**src/rtl/sig_acquire.sv**
```systemverilog
// sig_acquire: radio front-end capture into a FWFT FIFO with AXI-Stream framing,
// drop accounting and a periodic radio-reconfigure generator.
//
// Ports:
//   clock        signal clock, all logic on the rising edge
//   reset_n      asynchronous active-low reset, released synchronously
//   enable_i     capture enable, registered alongside the sample bits
//   clear_i      synchronous clear of FIFO, frame index, overflow and drop count
//   idata_i      raw I bits, one per antenna
//   qdata_i      raw Q bits, one per antenna
//   m_tvalid_o   stream valid
//   m_tready_i   stream ready
//   m_tlast_o    last sample of a FRAME-sample frame
//   m_tdata_o    {Q, I} sample
//   overflow_o   sticky flag: a sample was dropped
//   drops_o      saturating dropped-sample count
//   tick_o       one-cycle pulse at each timer terminal count
//   reconfig_o   radio reconfigure output (toggle / sampled I[0] / pulse)
module sig_acquire #(
    parameter int ANTENNAS = 24,
    parameter int DEPTH    = 16,
    parameter int FRAME    = 256,
    parameter int PERIOD   = 8_184_000,
    parameter int RMODE    = 0,
    parameter int DBITS    = 16
) (
    input  logic                    clock,
    input  logic                    reset_n,
    input  logic                    enable_i,
    input  logic                    clear_i,
    input  logic [ANTENNAS-1:0]     idata_i,
    input  logic [ANTENNAS-1:0]     qdata_i,
    output logic                    m_tvalid_o,
    input  logic                    m_tready_i,
    output logic                    m_tlast_o,
    output logic [2*ANTENNAS-1:0]   m_tdata_o,
    output logic                    overflow_o,
    output logic [DBITS-1:0]        drops_o,
    output logic                    tick_o,
    output logic                    reconfig_o
);
    localparam int AW = $clog2(DEPTH);
    localparam int FW = FRAME > 1 ? $clog2(FRAME) : 1;
    localparam int TW = $clog2(PERIOD);
    localparam int W  = 2 * ANTENNAS + 1;

    logic [ANTENNAS-1:0] s_i_q, s_q_q;
    logic                s_v_q;
    logic [W-1:0]        mem_q [DEPTH];
    logic [AW:0]         wp_q, wp_d, rp_q, rp_d;
    logic [FW-1:0]       fc_q, fc_d;
    logic                ovf_q, ovf_d;
    logic [DBITS-1:0]    drops_q, drops_d;
    logic [TW-1:0]       tmr_q, tmr_d;
    logic                tick_q, rc_q, rc_d;
    logic                empty, full, rd, wr, drop, last, tc;
    logic [W-1:0]        rdata;

    // Pointers carry an extra wrap bit so all DEPTH entries are usable.
    assign empty = wp_q == rp_q;
    assign full  = (wp_q[AW] != rp_q[AW]) && (wp_q[AW-1:0] == rp_q[AW-1:0]);
    assign rd    = !empty && m_tready_i;
    // A full FIFO still accepts a write when the head leaves in the same cycle.
    assign wr    = s_v_q && (!full || rd) && !clear_i;
    assign drop  = s_v_q && full && !rd && !clear_i;
    assign last  = fc_q == FW'(FRAME - 1);
    assign tc    = tmr_q == TW'(PERIOD - 1);

    always_comb begin
        wp_d    = clear_i ? '0 : wp_q + {{AW{1'b0}}, wr};
        rp_d    = clear_i ? '0 : rp_q + {{AW{1'b0}}, rd};
        fc_d    = clear_i ? '0 : wr ? (last ? '0 : fc_q + 1'b1) : fc_q;
        ovf_d   = !clear_i && (ovf_q || drop);
        drops_d = clear_i ? '0 : (drop && drops_q != '1) ? drops_q + 1'b1 : drops_q;
        tmr_d   = tc ? '0 : tmr_q + 1'b1;
        rc_d    = tc ? (RMODE == 1 ? s_i_q[0] : !rc_q) : rc_q;
    end

    always_ff @(posedge clock or negedge reset_n) begin
        if (!reset_n) begin
            s_i_q   <= '0;
            s_q_q   <= '0;
            s_v_q   <= 1'b0;
            wp_q    <= '0;
            rp_q    <= '0;
            fc_q    <= '0;
            ovf_q   <= 1'b0;
            drops_q <= '0;
            tmr_q   <= '0;
            tick_q  <= 1'b0;
            rc_q    <= 1'b0;
        end else begin
            s_i_q   <= idata_i;
            s_q_q   <= qdata_i;
            s_v_q   <= enable_i;
            wp_q    <= wp_d;
            rp_q    <= rp_d;
            fc_q    <= fc_d;
            ovf_q   <= ovf_d;
            drops_q <= drops_d;
            tmr_q   <= tmr_d;
            tick_q  <= tc;
            rc_q    <= rc_d;
        end
    end

    // Storage needs no reset: outputs are gated by the empty flag.
    always_ff @(posedge clock) begin
        if (wr)
            mem_q[wp_q[AW-1:0]] <= {last, s_q_q, s_i_q};
    end

    assign rdata      = mem_q[rp_q[AW-1:0]];
    assign m_tvalid_o = !empty;
    assign m_tlast_o  = !empty && rdata[W-1];
    assign m_tdata_o  = empty ? '0 : rdata[W-2:0];
    assign overflow_o = ovf_q;
    assign drops_o    = drops_q;
    assign tick_o     = tick_q;
    assign reconfig_o = RMODE == 2 ? tick_q : rc_q;
endmodule

```
**config.mk**
```make
export PLATFORM = sky130hd
export DESIGN_NAME = sig_acquire
export DESIGN_NICKNAME = d
export VERILOG_FILES = /design/src/rtl/sig_acquire.sv
export SDC_FILE = /design/constraint.sdc
export NUM_CORES = 1
export LEC_CHECK = 0
export BUFFER_PORTS_ARGS = -buffer_cell sky130_fd_sc_hd__buf_2
export CORE_MARGIN = 8
export CORE_UTILIZATION = 30
export CTS_BUF_LIST = sky130_fd_sc_hd__clkbuf_2
export CTS_CLUSTER_SIZE = 24
export DETAILED_ROUTE_END_ITERATION = 8
export GPL_TIMING_DRIVEN = 0
export HOLD_SLACK_MARGIN = 0.12
export PLACE_DENSITY = 0.5
export SYNTH_ARGS = -nofsm -noshare
export SYNTH_HDL_FRONTEND = slang
export SYNTH_SLANG_ARGS = --single-unit
```
**constraint.sdc**
```tcl
create_clock -name clock -period 7.56 [get_ports clock]
set_input_delay 0.756 -clock clock [delete_from_list [all_inputs] [get_ports clock]]
set_output_delay 0.756 -clock clock [all_outputs]
set_load 0.05 [all_outputs]
```
==> impl_metrics.json <==
{
  "status": "completed",
  "maxCapViolCount": 0,
  "switchingPower_mw": 2.756,
  "synthesis.instances": 1650,
  "clockPowerShare": 0.335,
  "yosysWarnings": 0,
  "rsz0062_at_grt": "false",
  "yosysTopAreaCellShare": 0.6867,
  "instances_no_fill": 3920,
  "gp_congestion": 0.7598,
  "grt_max_degree": 77,
  "syn_area_um2": 34280,
  "postSynthAreaPerCell_um2": 20.78,
  "comb_power_share": 0.116,
  "crit_required_ns": 6.80,
  "max_freq_mhz": 173.9,
  "drt_first_iter_violations": 1313,
  "worstSetupStartpointType": "flop",
  "antenna_found_initial": 4,
  "overflow": 0,
  "start_util": 0.3011,
  "cpPeakStageDelay_ns": 0.86,
  "final_util": 0.3617,
  "hold_viol": 0,
  "drive_above_1_share": 0.3542,
  "dieArea_um2": 125400,
  "vias": 18370,
  "total_power_mw": 9.949,
  "ys_types": 47,
  "io_buffers": 121,
  "path_class": "reg2out",
  "cts_setup_buffers": 0,
  "ios": 122,
  "synth-adder-area-share": 0.002555,
  "synth_xor_area_frac": 0.007846,
  "routedWlPerCell_um": 22.00,
  "finClkSkew_ns": 0.1340,
  "die_w_um": 354.1,
  "dr.pass1.iters": 5,
  "syn-num-nets": 1710,
  "drt-vias-per-instance": 4.686,
  "hold_buffers": 105,
  "synth-compound-area-share": 0.03117,
  "post-route-period-util": 0.7605,
  "cts_tree": "built",
  "core_um2": 113900,
  "place_area_um2": 37960,
  "htree_levels": 4,
  "clock-sinks": 893,
  "crit_family": "buffers and inverters",
  "finalSetupTns_ns": 0,
  "cp.depth": 7,
  "clkTransAtPathRegs_ns": 0.12,
  "dp.cells": 3378,
  "hpwl_mm": 56.90,
  "swShare": 0.2771,
  "endpoint_kind": "primary output",
  "worst_skew_pair.late_latency_ns": 1.49,
  "numCtsBuffers": 233,
  "yosys-mux-area-fraction": 0.1446,
  "cts_resized": 0,
  "slowest_stage": "a211oi_1",
  "crit_buf_inv": 4,
  "synth_top_family_by_area": "multiplexers",
  "powerDensity_nw_per_um2": 241.5,
  "fin_nets": 2266,
  "ys_ff_latch": 893,
  "max-vdd-ir-drop_uv": 100.8,
  "root_buffer": "clkbuf_2",
  "grt_usage": 0.1368,
  "final_common_cell": "edfxtp_1",
  "cpMostUsedCell": "buf_2",
  "drc": 0,
  "synth_async_sr_flop_share": 0.1221,
  "first_global_vias": 20310,
  "leakagePower_nw": 13.78,
  "arrival_ns": 4.99,
  "worstMarginPinSlew_ns": 1.094,
  "synth_ff_type": "edfxtp_1",
  "crit_fanout": 10,
  "rows": 124,
  "crit_chain": "buf_2 -> buf_2 -> buf_1 -> mux4_2 -> mux2i_1 -> a211oi_1 -> buf_2",
  "grt_pass1_wl_mm": 128.8,
  "p_seq_frac": 0.549,
  "synth_top_cell_by_area": "edfxtp_1",
  "area_growth_pct": 20.15,
  "hp-class": "in2async",
  "wl_mm": 86.23,
  "layout_common_cells": "edfxtp_1, clkbuf_2, mux4_2",
  "internal_power_mw": 7.193,
  "yosys-top-cells-area": "edfxtp_1, mux4_2, dfrtp_1",
  "fin_area_um2": 41190,
  "cts_buffer_depth": 3,
  "synth-simple-area-share": 0.03482,
  "r2r_cells": 9,
  "slew-limit-headroom": 0.2707,
  "route.antenna.remaining_nets": 0,
  "synth_edf_count": 784,
  "fin_crit_ns": 5.750,
  "die_y_um": 354.1,
  "synth-seq-area-share": 0.7662,
  "setup_violations": 0,
  "slew_violations": 0
}
tightest hold or removal path: cells and delay by family:
family	cells	cell delay [ns]
buf+inv	4	1.47
per-layer routing:
layer / global-route usage / wire, µm / vias to the layer above / part of all wire
met5: 0 / 13 / - / 0.00015
met4: 0.04545 / 1677 / 2 / 0.019
met3: 0.03445 / 4733 / 140 / 0.055
met2: 0.2269 / 42730 / 537 / 0.50
met1: 0.1751 / 37070 / 9565 / 0.43
li1: - / - / 8125 / -
per-stage QoR:
stage	hold WS, ns	worst slack [ns]
3_3_place_gp	0.4507	-4.976
5_1_grt	0.1910	1.421
4_1_cts	0.1387	1.402
2_1_floorplan	0.4473	1.261
3_5_place_dp	0.4554	3.202
6_report	0.3544	1.810
worst paths after layout:
kind                                        start                     end  slack, ns
max reg2reg                     rp_q[1]$_DFF_PN0_  mem_q[15][6]$_DFFE_PP_       4.09
min in group clock                     m_tready_i       rp_q[0]$_DFF_PN0_       0.45
min                                       reset_n     s_i_q[18]$_DFF_PN0_       0.35
min reg2reg                reconfig_o$_DFFE_PN0P_  reconfig_o$_DFFE_PN0P_       0.46
max                             rp_q[1]$_DFF_PN0_           m_tdata_o[46]       1.81
max in group asynchronous                 reset_n  drops_o[2]$_DFFE_PN0P_       6.39
cells in the mapped netlist, types with 6 or more instances:
| master | count |
|---|---|
| buf_2 | 29 |
| or4_1 | 7 |
| edfxtp_1 | 784 |
| nand4_1 | 11 |
| nand3_1 | 26 |
| nor2_1 | 37 |
| a211oi_1 | 99 |
| and3_1 | 6 |
| nor2b_1 | 59 |
| nor4_1 | 7 |
| ha_1 | 7 |
| or3_1 | 12 |
| dfrtp_1 | 109 |
| buf_1 | 8 |
| o31ai_1 | 6 |
| xnor2_1 | 12 |
| inv_1 | 8 |
| clkbuf_1 | 52 |
| nor3_1 | 18 |
| nand2_1 | 16 |
| o21ai_0 | 20 |
| mux4_2 | 196 |
| mux2i_1 | 52 |
| xor2_1 | 15 |
| a21oi_1 | 23 |
kinds of logic after synthesis:
family	after synthesis
xor gates and xnor gates	29
AOI/OAI and AO/OA	156
and+or+nand+nor	214
adders and majority gates	7
DFF	893
buffers and inverters	101
muxes	250
flip-flops by register name (all words and copies together) (netlist names):
register,cells
mem_q,784
s_i_q,24
s_q_q,24
tmr_q,23
drops_o,16
fc_q,8
rp_q,5
wp_q,5
overflow_o,1
reconfig_o,1
s_v_q,1
tick_o,1
area by class of cell:
type / instances / area (µm²)
fill: 10880 / 72690
tap: 1512 / 1892
clock buffer: 362 / 1812
buffer: 93 / 407.9
inverter: 8 / 30.03
timing repair buffer: 321 / 2751
multi-input combinational: 656 / 7672
antenna: 8 / 20.02
sequential: 893 / 26270
clock inverter: 67 / 335.3
power groups by stage:
| stage | clock, mW | sequential, mW | combinational [mW] |
|---|---|---|---|
| finish | 3.33 | 5.46 | 1.16 |
| global route | 3.75 | 5.47 | 1.24 |
| CTS | 3.50 | 5.46 | 1.20 |
| detailed placement | 0 | 5.57 | 1.15 |
| global placement | 0 | 5.57 | 1.13 |
| floorplan | 0 | 5.55 | 0.791 |
Note: power is estimated with default switching activity, not from simulation.
